### src/rtl/fp_unit_arbiter.sv
// fp_unit_arbiter: round-robin sharing of one iterative fp unit among NREQ requesters, with a completion watchdog
module fp_unit_arbiter #(
  parameter int NX = 8,
  parameter int NM = 23,
  parameter int NREQ = 4,
  parameter int TIMEOUT = 64
) (
  input  logic                     clk,
  input  logic                     rst,
  input  logic [NREQ-1:0]          req_valid,
  output logic [NREQ-1:0]          req_ready,
  input  logic [NREQ*(NX+NM+1)-1:0] req_a,
  input  logic [NREQ*(NX+NM+1)-1:0] req_b,
  output logic [NREQ-1:0]          rsp_valid,
  input  logic [NREQ-1:0]          rsp_ready,
  output logic [NX+NM:0]           rsp_result,
  output logic                     rsp_err,
  output logic                     u_start,
  output logic [NX+NM:0]           u_a,
  output logic [NX+NM:0]           u_b,
  input  logic                     u_done,
  input  logic [NX+NM:0]           u_result,
  output logic                     busy
);
  localparam int N = NX + NM + 1;
  localparam int PW = NREQ > 1 ? $clog2(NREQ) : 1;
  localparam int CW = TIMEOUT > 0 ? $clog2(TIMEOUT + 1) : 1;
  localparam logic [CW-1:0] TMAX = CW'(TIMEOUT > 0 ? TIMEOUT - 1 : 0);
  localparam logic [N-1:0] QNAN = {1'b0, {NX{1'b1}}, 1'b1, {(NM-1){1'b0}}};

  typedef enum logic [1:0] {IDLE, ISSUE, WAIT, RESP} state_t;

  state_t          r_state;
  logic [PW-1:0]   r_ptr;
  logic [PW-1:0]   r_gnt;
  logic [CW-1:0]   r_cnt;
  logic [N-1:0]    r_rsp_result;
  logic            r_rsp_err;
  logic [N-1:0]    r_u_a;
  logic [N-1:0]    r_u_b;
  logic            w_found;
  logic [PW-1:0]   w_win;

  // index arithmetic that wraps explicitly so non-power-of-two NREQ works
  function automatic logic [PW-1:0] wrap_add(input logic [PW-1:0] p, input int k);
    int s;
    s = int'(p) + k;
    return PW'(s >= NREQ ? s - NREQ : s);
  endfunction

  // round-robin winner: first valid requester starting at the pointer
  always_comb begin
    w_found = 1'b0;
    w_win = r_ptr;
    for (int k = 0; k < NREQ; k++)
      if (!w_found && req_valid[wrap_add(r_ptr, k)]) begin
        w_found = 1'b1;
        w_win = wrap_add(r_ptr, k);
      end
  end

  assign req_ready  = (r_state == IDLE && w_found) ? NREQ'(1) << w_win : '0;
  assign rsp_valid  = (r_state == RESP) ? NREQ'(1) << r_gnt : '0;
  assign u_start    = r_state == ISSUE;
  assign busy       = r_state != IDLE;
  assign rsp_result = r_rsp_result;
  assign rsp_err    = r_rsp_err;
  assign u_a        = r_u_a;
  assign u_b        = r_u_b;

  // grant, issue, wait for completion or watchdog, then hold the response until accepted
  always_ff @(posedge clk) begin
    if (rst) begin
      r_state <= IDLE;
      r_ptr <= '0;
      r_gnt <= '0;
      r_cnt <= '0;
      r_rsp_result <= '0;
      r_rsp_err <= 1'b0;
      r_u_a <= '0;
      r_u_b <= '0;
    end else begin
      case (r_state)
        IDLE:
          if (w_found) begin
            r_u_a <= req_a[w_win*N +: N];
            r_u_b <= req_b[w_win*N +: N];
            r_gnt <= w_win;
            r_state <= ISSUE;
          end
        ISSUE: begin
          r_cnt <= '0;
          r_state <= WAIT;
        end
        WAIT:
          if (u_done) begin
            r_rsp_result <= u_result;
            r_rsp_err <= 1'b0;
            r_state <= RESP;
          end else if (TIMEOUT != 0 && r_cnt == TMAX) begin
            r_rsp_result <= QNAN;
            r_rsp_err <= 1'b1;
            r_state <= RESP;
          end else if (TIMEOUT != 0) begin
            r_cnt <= r_cnt + 1'b1;
          end
        RESP:
          if (rsp_ready[r_gnt]) begin
            r_ptr <= wrap_add(r_gnt, 1);
            r_state <= IDLE;
          end
        default: r_state <= IDLE;
      endcase
    end
  end
endmodule

### config.mk
export PLATFORM = sky130hd
export DESIGN_NAME = fp_unit_arbiter
export DESIGN_NICKNAME = d
export VERILOG_FILES = /design/src/rtl/fp_unit_arbiter.sv
export SDC_FILE = /design/constraint.sdc
export NUM_CORES = 1
export LEC_CHECK = 0
export BUFFER_PORTS_ARGS = -buffer_cell sky130_fd_sc_hd__buf_2
export CAP_MARGIN = 40
export CORE_AREA = 2 2 156 158
export CTS_CLUSTER_SIZE = 28
export DETAILED_ROUTE_END_ITERATION = 10
export DIE_AREA = 0 0 158 160
export SYNTH_ARGS = -nofsm -noshare
export SYNTH_HDL_FRONTEND = slang
export SYNTH_SLANG_ARGS = --single-unit
### constraint.sdc
create_clock -name clk -period 3.55 [get_ports clk]
set_clock_uncertainty 0.1 [all_clocks]
set_input_delay 0.71 -clock clk [delete_from_list [all_inputs] [get_ports clk]]
set_output_delay 0.71 -clock clk [all_outputs]
set_load 0.01 [all_outputs]
# == After elaboration in Yosys (flattened, before gate mapping) ==
# Cells that the tools add are included.
# totals
reg_bits,110
inputBits,299
output_inout_bits,107
elab_cells,94
# op_classes
add_sub_neg,10
n_lt_le_gt_ge,10
eq_ne,9
shift,4
mux,37
n_reduce_logical,16
# ops
operator,count
$shiftx 128x8->32,2
$mux 32,2
$mux 2,13
$lt 2x3->1 const B,5
$mux 7,2
$pmux 7 s2,1
$ge 3x3->1 const B,4
$mux 1,11
$bmux 1 s2,5
$sub 2x1->2 const B,5
$mux 4,2
$pmux 2 s4,1
$shl 1x2->4 const A,2
$add 7x1->7 const B,1
$eq 7x6->1 const B,1
$add 2x1->3 const B,2
$add 2x2->3 const B,2
$ne 2x2->1 const B,3
$reduce_and 2->1,3
$reduce_and 3->1,2
$reduce_bool 2->1,3
$eq 2x2->1 const B,2
$logic_and 1x1->1,4
$ge 2x3->1 const B,1
5 further kinds,7

# == Logic depth before layout (Yosys ltp) ==
# Gate-level depths: netlist of run 1.
# depth
ltp_word,16
ltp_mapped,8
depth_no_buf,7

# == Least setup slack after synthesis of run 1 ==
# No wires, ideal clock.
# synth_timing
path_type,input to output
startpoint,in req_valid[2]
endpoint,out req_ready[3]
arrival_ns,1.932
required_time_ns,2.740
path_slack_ns,0.808
cell_stages,7
path_buffers,2
path_cell_list,nor2b_1 -> o21a_2 -> a211oi_4 -> buf_8 -> buf_8 -> nand2_1 -> nor2_1
# synth_via
elab_chain_cells,14
elab_cells_between_ends,25
classes_between,1 x shift; 17 x mux; 7 x reduce/logical
# synth_rtl
item,line,source
"start, declared",10,"input logic [NREQ-1:0] req_valid,"
$bmux 1 s2,56,"if (!w_found && req_valid[wrap_add(r_ptr, k)]) begin"
$mux 1 (not written as such),56,
$mux 1,56,
$logic_not 1->1,56,
$logic_and 1x1->1,56,
$mux 1,56,
$logic_not 1->1,56,
$logic_and 1x1->1,56,
$mux 1,56,
$logic_not 1->1,56,
$logic_and 1x1->1,56,
$mux 2 or $mux 1 (tied branches),56,
$shl 1x2->4 or $logic_and 1x1->1 (tied branches),62,assign req_ready = (r_state == IDLE && w_found) ? NREQ'(1) << w_win : '0;
$mux 4 *,62,
"end, declared",11,"output logic [NREQ-1:0] req_ready,"
# Mark *: on every way between the ends. The rest lies on a longest branch, timed or not. The select of a mux whose other input is x is not followed.

# == Worst setup path in the final report of run 1 ==
# Same ends and word-level chain as after synthesis.

==> results of run 1 <==
## flip-flops by register name, indices dropped and copies added (netlist names)
| name | cells |
|---|---|
| rsp_result | 32 |
| rsp_err | 1 |
| u_a | 32 |
| r_ptr | 2 |
| r_cnt | 7 |
| r_state | 2 |
| u_b | 32 |
| r_gnt | 2 |
## how the worst min path moves through the flow
stage                                startpoint                    end  slack [ps]
final                      u_a[15]$_SDFFE_PP0P_   u_a[15]$_SDFFE_PP0P_         380
after floorplan           r_cnt[6]$_SDFFE_PP0P_  r_cnt[6]$_SDFFE_PP0P_         340
after CTS                  u_b[27]$_SDFFE_PP0P_   u_b[27]$_SDFFE_PP0P_         380
after global placement     u_b[24]$_SDFFE_PP0P_   u_b[24]$_SDFFE_PP0P_         350
after global routing       u_a[17]$_SDFFE_PP0P_   u_a[17]$_SDFFE_PP0P_         390
after detailed placement    u_a[3]$_SDFFE_PP0P_    u_a[3]$_SDFFE_PP0P_         360
## cell families after synthesis
kind of cell,synth area share [%]
compound gates,31.9
buf+inv,12.6
flops,35.5
simple gates,7.36
mux,10.9
fa+ha+maj,1.82
## report_power, final
part | switching (uW) | internal [uW] | total [uW]
logic | 1060 | 818 | 1880
registers | 179 | 1550 | 1730
clock network | 587 | 512 | 1100
## area by class of cell
| class | instances | area, um^2 | area share [%] |
|---|---|---|---|
| timing repair buffer | 425 | 2250 | 25.9 |
| sequential | 110 | 2200 | 25.4 |
| multi-input combinational | 348 | 3230 | 37.2 |
| clock inverter | 7 | 91.3 | 1.05 |
| clock buffer | 9 | 225 | 2.60 |
| inverter | 74 | 278 | 3.20 |
| tap | 324 | 405 | 4.67 |
## per-stage QoR
step	setup WS [ps]	cells
floorplan	808	585
global placement	656	1279
detailed placement	635	1281
CTS	636	1297
global route	569	1297
finish	634	1297
## routing by layer
layer,share of wire (%),wire [um],GRT usage [%]
met1,42,9340,20.2
met2,49,10900,28.9
met3,6.9,1530,3.58
met4,1.5,340,4.95
met5,0,0,0
## worst register-to-register path, cell delays in order (launching register included)
cell      delay [ps]
dfxtp_1          390
nor2b_1           80
o21a_2           250
a211oi_4         440
buf_4            480
mux2i_1          330
o221ai_2         110
## cells in the mapped netlist (all sizes together) (2+ instances only)
library cell / count
clkbuf: 16
nand2b: 6
and2: 6
dfxtp: 110
a22oi: 24
inv: 74
buf: 31
o221a: 9
o21ai: 7
nand3: 7
o221ai: 64
or3: 2
a32oi: 64
nor4: 2
ha: 9
dlygate4sd1: 2
nor2b: 3
and3: 2
a21oi: 11
nand2: 11
bufbuf: 4
a211oi: 4
nor3: 2
nor2: 39
mux2i: 65
==> summary.md, run 1 <==
| Metric | Value |
|---|---|
| Status | `finished clean` |
| Post-CTS sizing | `0` |
| Starting Density | `a little over a quarter` |
| Area leader, netlist | `dfxtp_1` |
| Full die area | `about 25000 um^2` |
| Pwr Density | `roughly 540 nW/um^2` |
| Vias per cell | `about 4.8` |
| Async set or reset register ratio after synthesis | `0%` |
| Post-Syn Area | `between 6000 and 7000 um^2` |
| Initial antenna violation count | `0` |
| Worst Path Required | `about 2700 ps` |
| CTS tree | `done` |
| Internal reg-to-reg setup slack | `between 1000 and 1500 ps` |
| Final core occ | `36.4%` |
| Final GP Congestion | `around 0.84` |
| Core ar. | `23800 um^2` |
| Min-Delay Path Class | `reg2reg` |
| Sequential fraction of the synthesis area | `a little over a third` |
| Crit. End Element | `output port` |
| Reg-to-Reg End | `u_b[3]$_SDFFE_PP0P_` |
| Final instance area | `a little under 9000 um^2` |
| Layout area overhead | `39.9%` |
| RSZ-0062 raised after global routing | `false` |
| Post-synthesis area per instance | `between 10 and 15 um^2` |
| Data arrival, critical path | `2110 ps` |
| # hold bufs at CTS | `0` |
| Setup bufs post-CTS | `0` |
| Hold Vio Cnt, Final | `0` |
| Critical-path cell list | `buf_2, or3_1, o2111ai_1, and2_2, buf_4, nor2_1, buf_2` |
| HPWL after DPL | `between 15 and 20 mm` |
| Row cnt | `57` |
| Post-route DRC | `0` |
| Tcrit/Tclk final | `~80%` |
| P_leak | `0.00414 uW` |
| Vias | `just over 6000` |
| Maxcap violations | `0` |
| Global-route wire length before repair | `between 30 and 40 mm` |
| Die width | `between 150 and 200 um` |
| Setup-failing EPs final | `0` |
| CP Capture Point | `req_ready[3]` |
| R2R Path Start | `r_ptr[0]$_SDFFE_PP0P_` |
| CP max stage cell | `or3_1` |
| Sink Count | `110` |
| H-tree level count | `3` |
| Ranking of synthesized cells by area | `dfxtp_1 36%, o221ai_2 15%, mux2i_1 10%` |
| Setup TNS | `0 ps` |
| Largest net degree at the start of global routing | `45` |
| FF+latch count, synth | `110` |
| Clock Latency Late Sink | `between 300 and 400 ps` |
| I/O Buffers | `a little over 400` |
| CTS root buffer | `clkbuf_16` |
| VDD IR max | `about 0.27 mV` |
| Yosys cell types | `47` |
| GR Util All Layers | `~17%` |
| Worst-path fanout max | `21` |
| Wire per inst | `about 17 um` |
| Initial DRC Count | `between 400 and 500` |
| Most used DFF post-synth | `dfxtp_1` |
| Diode count | `0` |
| CP Depth | `7` |
| Congestion Overflow GR | `0` |
| Crit-path max cell delay | `between 300 and 400 ps` |
| Worst-Margin Slew | `just under 600 ps` |
| Most common cell after layout, fill and taps aside | `buf_2` |
| Buffer depth of the longest clock path | `2` |
| Slew HR | `a little over 60%` |
| Number of global-route vias before repair | `a little over 6000` |
| Share of layout cells above drive strength 1 | `between 50% and 60%` |
| Routed Antenna Nets | `0` |
| Fill cell count | `2485` |
| Die H | `roughly 160 um` |
| Fin Hold WS | `roughly 380 ps` |
| Max-slew violations | `0` |
| Nets | `approximately 1300` |
| Crit path buffers/inverters | `3` |
| Final min period | `2920 ps` |
| Commonest cells after routing, fill and taps aside | `405 x buf_2, 110 x dfxtp_1, 74 x inv_1` |
| DRT Pass-1 Iters | `4` |
| Worst Hold Path Cells | `2` |
| CP Class | `in2out` |
| DP Area | `around 8400 um^2` |
| CP startpoint kind | `input pin` |
| Cell family with most CP delay | `simple AND/OR/NAND/NOR gates` |
| Total power | `4710 uW` |
| Reg2reg path depth | `6` |
| Clock slew at reported path FFs | `around 80 ps` |
| Number of synthesized flops with an enable pin | `0` |
| Post-Route WL | `roughly 22 mm` |
| Net count after synthesis | `a little under 900` |
| Num CTS Buffers | `9` |
| Post-synth top area share | `35.5%` |
| Synth warn | `0` |
| Mapped Cells | `around 590` |
| Most used cell, CP | `buf_2` |
| Peak Freq | `between 300 and 400 MHz` |
| Critical path launch point | `req_valid[2]` |
| Ports | `406` |
(Power assumes the default switching activity.)
==> run 2, diff against run 1 <==
--- a/config.mk
+++ b/config.mk
@@ -5,6 +5,7 @@
 export SDC_FILE = /design/constraint.sdc
 export NUM_CORES = 1
 export LEC_CHECK = 0
+export ABC_AREA = 1
 export BUFFER_PORTS_ARGS = -buffer_cell sky130_fd_sc_hd__buf_2
 export CAP_MARGIN = 40
 export CORE_AREA = 2 2 156 158
==> constraint.sdc (replaced) <==
create_clock -name clk -period 3 [get_ports clk]
set_clock_uncertainty 0.1 [all_clocks]
set_input_delay 0.6 -clock clk [delete_from_list [all_inputs] [get_ports clk]]
set_output_delay 0.6 -clock clk [all_outputs]
set_load 0.01 [all_outputs]
==> run 2 against run 1 <==
Power grew 79%. Critical path depth is 5 higher. Sequential share of layout area down 2.2 points. First-iteration DRC count grew 19%. Wire length is 20% higher. Sequential power rose by 26%. Cell area up 9.9%. Core utilization grew 3.6 points. Global-route usage grew 3.6 points. Critical path type is now reg2out. Largest cell class unchanged.
==> summary.md, run 2 <==
| Metric | Value |
|---|---|
| Vias | `8812 (+42%)` |
| Vias per cell | `4.63 (-3.4%)` |
| Core ar. | `23800 um^2 (unchanged)` |
| CP max stage cell | `dfxtp_4` |
| HPWL after DPL | `19.8 mm (+20%)` |
| Setup bufs post-CTS | `0 (unchanged)` |
| Yosys cell types | `27 (-43%)` |
| P_leak | `0.00555 uW (+34%)` |
| Most common cell after layout, fill and taps aside | `nand2_1` |
| Post-synth top area share | `31.5% (-4.0 points)` |
| Post-Route WL | `26.5 mm (+20%)` |
| CTS tree | `done` |
| Top cells by count, synth | `454 x nand2_1, 218 x nor2_1, 166 x nand3_1` |
| Most frequent cell after synthesis | `nand2_1` |
| Tcrit/Tclk final | `around 95%` |
| CP Class | `reg2out` |
| Number of global-route vias before repair | `7995 (+31%)` |
| Initial antenna violation count | `3 (+3)` |
| CP startpoint kind | `register` |
| Wire per inst | `13.9 um (-18%)` |
| Die width | `158 um (unchanged)` |
| Worst-Margin Slew | `568 ps (-20.1 ps)` |
| DRT Pass-1 Iters | `5 (+1)` |
| Async set or reset register ratio after synthesis | `0% (unchanged)` |
| FF+latch count, synth | `110 (unchanged)` |
| Row cnt | `57 (unchanged)` |
| Maxcap violations | `0 (unchanged)` |
| Min-Delay Path Class | `reg2reg` |
| Synth warn | `0 (unchanged)` |
| Setup TNS | `0 ps (unchanged)` |
| Critical path launch point | `r_ptr[0]$_SDFFE_PP0P_` |
| Worst Path Required | `2300 ps (-440 ps)` |
| Congestion Overflow GR | `0 (unchanged)` |
| CTS root buffer | `clkbuf_16` |
| Peak Freq | `between 300 and 400 MHz` |
| RSZ-0062 raised after global routing | `true` |
| R2R Path Start | `r_ptr[1]$_SDFFE_PP0P_` |
| Buffer depth of the longest clock path | `2 (unchanged)` |
| Met1 WL | `11.0 mm (+18%)` |
| Final GP Congestion | `0.845 (+0.52%)` |
| Layout area overhead | `36.6%` |
| Largest net degree at the start of global routing | `65 (+44%)` |
| Fin Hold WS | `357 ps (-19.7 ps)` |
| Top sig layer | `met4` |
| Setup-failing EPs final | `0 (unchanged)` |
| Critical-path cell list | `buf_4, nand2_1, nand2_1, nand2_1, nand2_2, nor2_2, nand2_1, nor2_1, nor2_4, inv_1, nor3_2, buf_2` |
| Clock slew at reported path FFs | `90 ps (about the same)` |
| Total power | `8410 uW (+79%)` |
| VDD IR max | `0.681 mV (+150%)` |
| Final min period | `2840 ps` |
| Ranking of synthesized cells by area | `dfxtp_1 32%, nand2_1 24%, nand3_1 12%` |
| Pwr Density | `882 nW/um^2 (+63%)` |
| DP Area | `9190 um^2 (+9.9%)` |
| Commonest cells after routing, fill and taps aside | `451 x nand2_1, 403 x buf_2, 217 x nor2_1` |
| H-tree level count | `3 (unchanged)` |
| Final instance area | `9540 um^2 (+9.9%)` |
| Mapped Cells | `1215 (+110%)` |
| Crit-path max cell delay | `400 ps (+60 ps)` |
| Area leader, netlist | `dfxtp_1` |
| Met2 routed WL | `12.8 mm (+17%)` |
| Most used cell, CP | `nand2_1` |
| Post-Place Worst Slack | `374 ps (-261 ps)` |
| Ports | `406 (unchanged)` |
| Post-route DRC | `0 (unchanged)` |
| Post-route worst setup slack | `164 ps (-470 ps)` |
| Sink Count | `110 (unchanged)` |
| Global-route wire length before repair | `40.6 mm (+24%)` |
| Full die area | `25300 um^2 (unchanged)` |
| Share of layout cells above drive strength 1 | `29.5% (-24 points)` |
| Net count after synthesis | `1523 (+71%)` |
| Post-synthesis area per instance | `5.75 um^2 (-46%)` |
| GR Util All Layers | `20.1% (+3.6 points)` |
| Crit. End Element | `output port` |
| Die H | `160 um (unchanged)` |
| Starting Density | `29.3% (+3.3 points)` |
| Num CTS Buffers | `9 (unchanged)` |
| Most used DFF post-synth | `dfxtp_1` |
| HP Start | `r_cnt[6]$_SDFFE_PP0P_` |
| Max-slew violations | `0 (unchanged)` |
| Data arrival, critical path | `2140 ps (+30 ps)` |
| Routed Antenna Nets | `0 (unchanged)` |
| Slew HR | `62.2% (+1.3 points)` |
| Status | `finished clean` |
| Sequential fraction of the synthesis area | `31.5% (-4.0 points)` |
| Hold Vio Cnt, Final | `0 (unchanged)` |
| Clock Latency Late Sink | `360 ps (about the same)` |
| Nets | `1880 (+47%)` |
| Metal3 WL | `2.14 mm (+39%)` |
| Number of synthesized flops with an enable pin | `0 (unchanged)` |
| Initial DRC Count | `529 (+19%)` |
| Post-Syn Area | `6980 um^2 (+13%)` |
| Worst-path fanout max | `8 (-62%)` |
| I/O Buffers | `405 (unchanged)` |
[run 2: cell types whose count changed after synthesis, moves of 23 or more]
| cell | change |
|---|---|
| a32oi_1 | -64 |
| a22oi_1 | -24 |
| nand3_1 | +159 |
| buf_2 | +27 |
| o21ai_0 | +23 |
| mux2i_1 | -65 |
| o221ai_2 | -60 |
| a21oi_1 | +25 |
| nand2_1 | +443 |
| nor2_1 | +182 |
[run 2: layout make-up]
class	instances	area, um^2
multi-input combinational	962	4160
clock inverter	7	88.8
fill	2709	14300
clock buffer	9	225
tap	324	405
inverter	63	241
sequential	110	2210
antenna	2	5.00
timing repair buffer	426	2200
[run 2: worst max-delay path: cells and delay by family (launching register included)]
kind | cells | cell delay, ps
flops | 1 | 400
buf+inv | 3 | 440
simple gates | 9 | 930
[run 2: cell families (layout without fill, tap and decap cells)]
family / after synthesis / count (layout) / synth area share, %
other cells: 0 / 2 / 0
flops: 110 / 110 / 31.5
simple gates: 857 / 857 / 50.0
compound gates: 96 / 96 / 7.49
fa+ha+maj: 9 / 9 / 1.61
buf+inv: 143 / 505 / 9.32
[run 2: path summary, 6_finish.rpt]
check / endpoint / slack [ps] / cells after the start
max: req_ready[2] / 160 / 12
min: r_cnt[6]$_SDFFE_PP0P_ / 360 / 1
max reg2reg: u_b[25]$_SDFFE_PP0P_ / 610 / 13
min reg2reg: r_cnt[6]$_SDFFE_PP0P_ / 360 / 1
[run 2: per-layer routing]
metal  global-route usage [%]  vias to the layer above
li1                         -                     4533
met1                     23.8                     3899
met2                     35.4                      336
met3                     4.88                       44
met4                     6.55                        0
met5                        0                        -
[run 2: repair_timing]
| item | 4_1_cts | 5_1_grt |
|---|---|---|
| hold buffers | 0 | 0 |
| setup endpoints to repair | 2 | 4 |
| cloned | 0 | 0 |
| pin swaps | 0 | 1 |
| resized for setup | 2 | 9 |
[run 2: report_power, final]
part	switching, uW	internal (uW)
clock	669	613
combinational	3290	1660
sequential	248	1930
[run 2: stage by stage]
stage,instances,utilization (%)
after global placement,1885,38.6
after CTS,1901,39.9
after floorplan,1215,-
after detailed placement,1885,38.6
final,1903,40.0
after global routing,1903,40.0
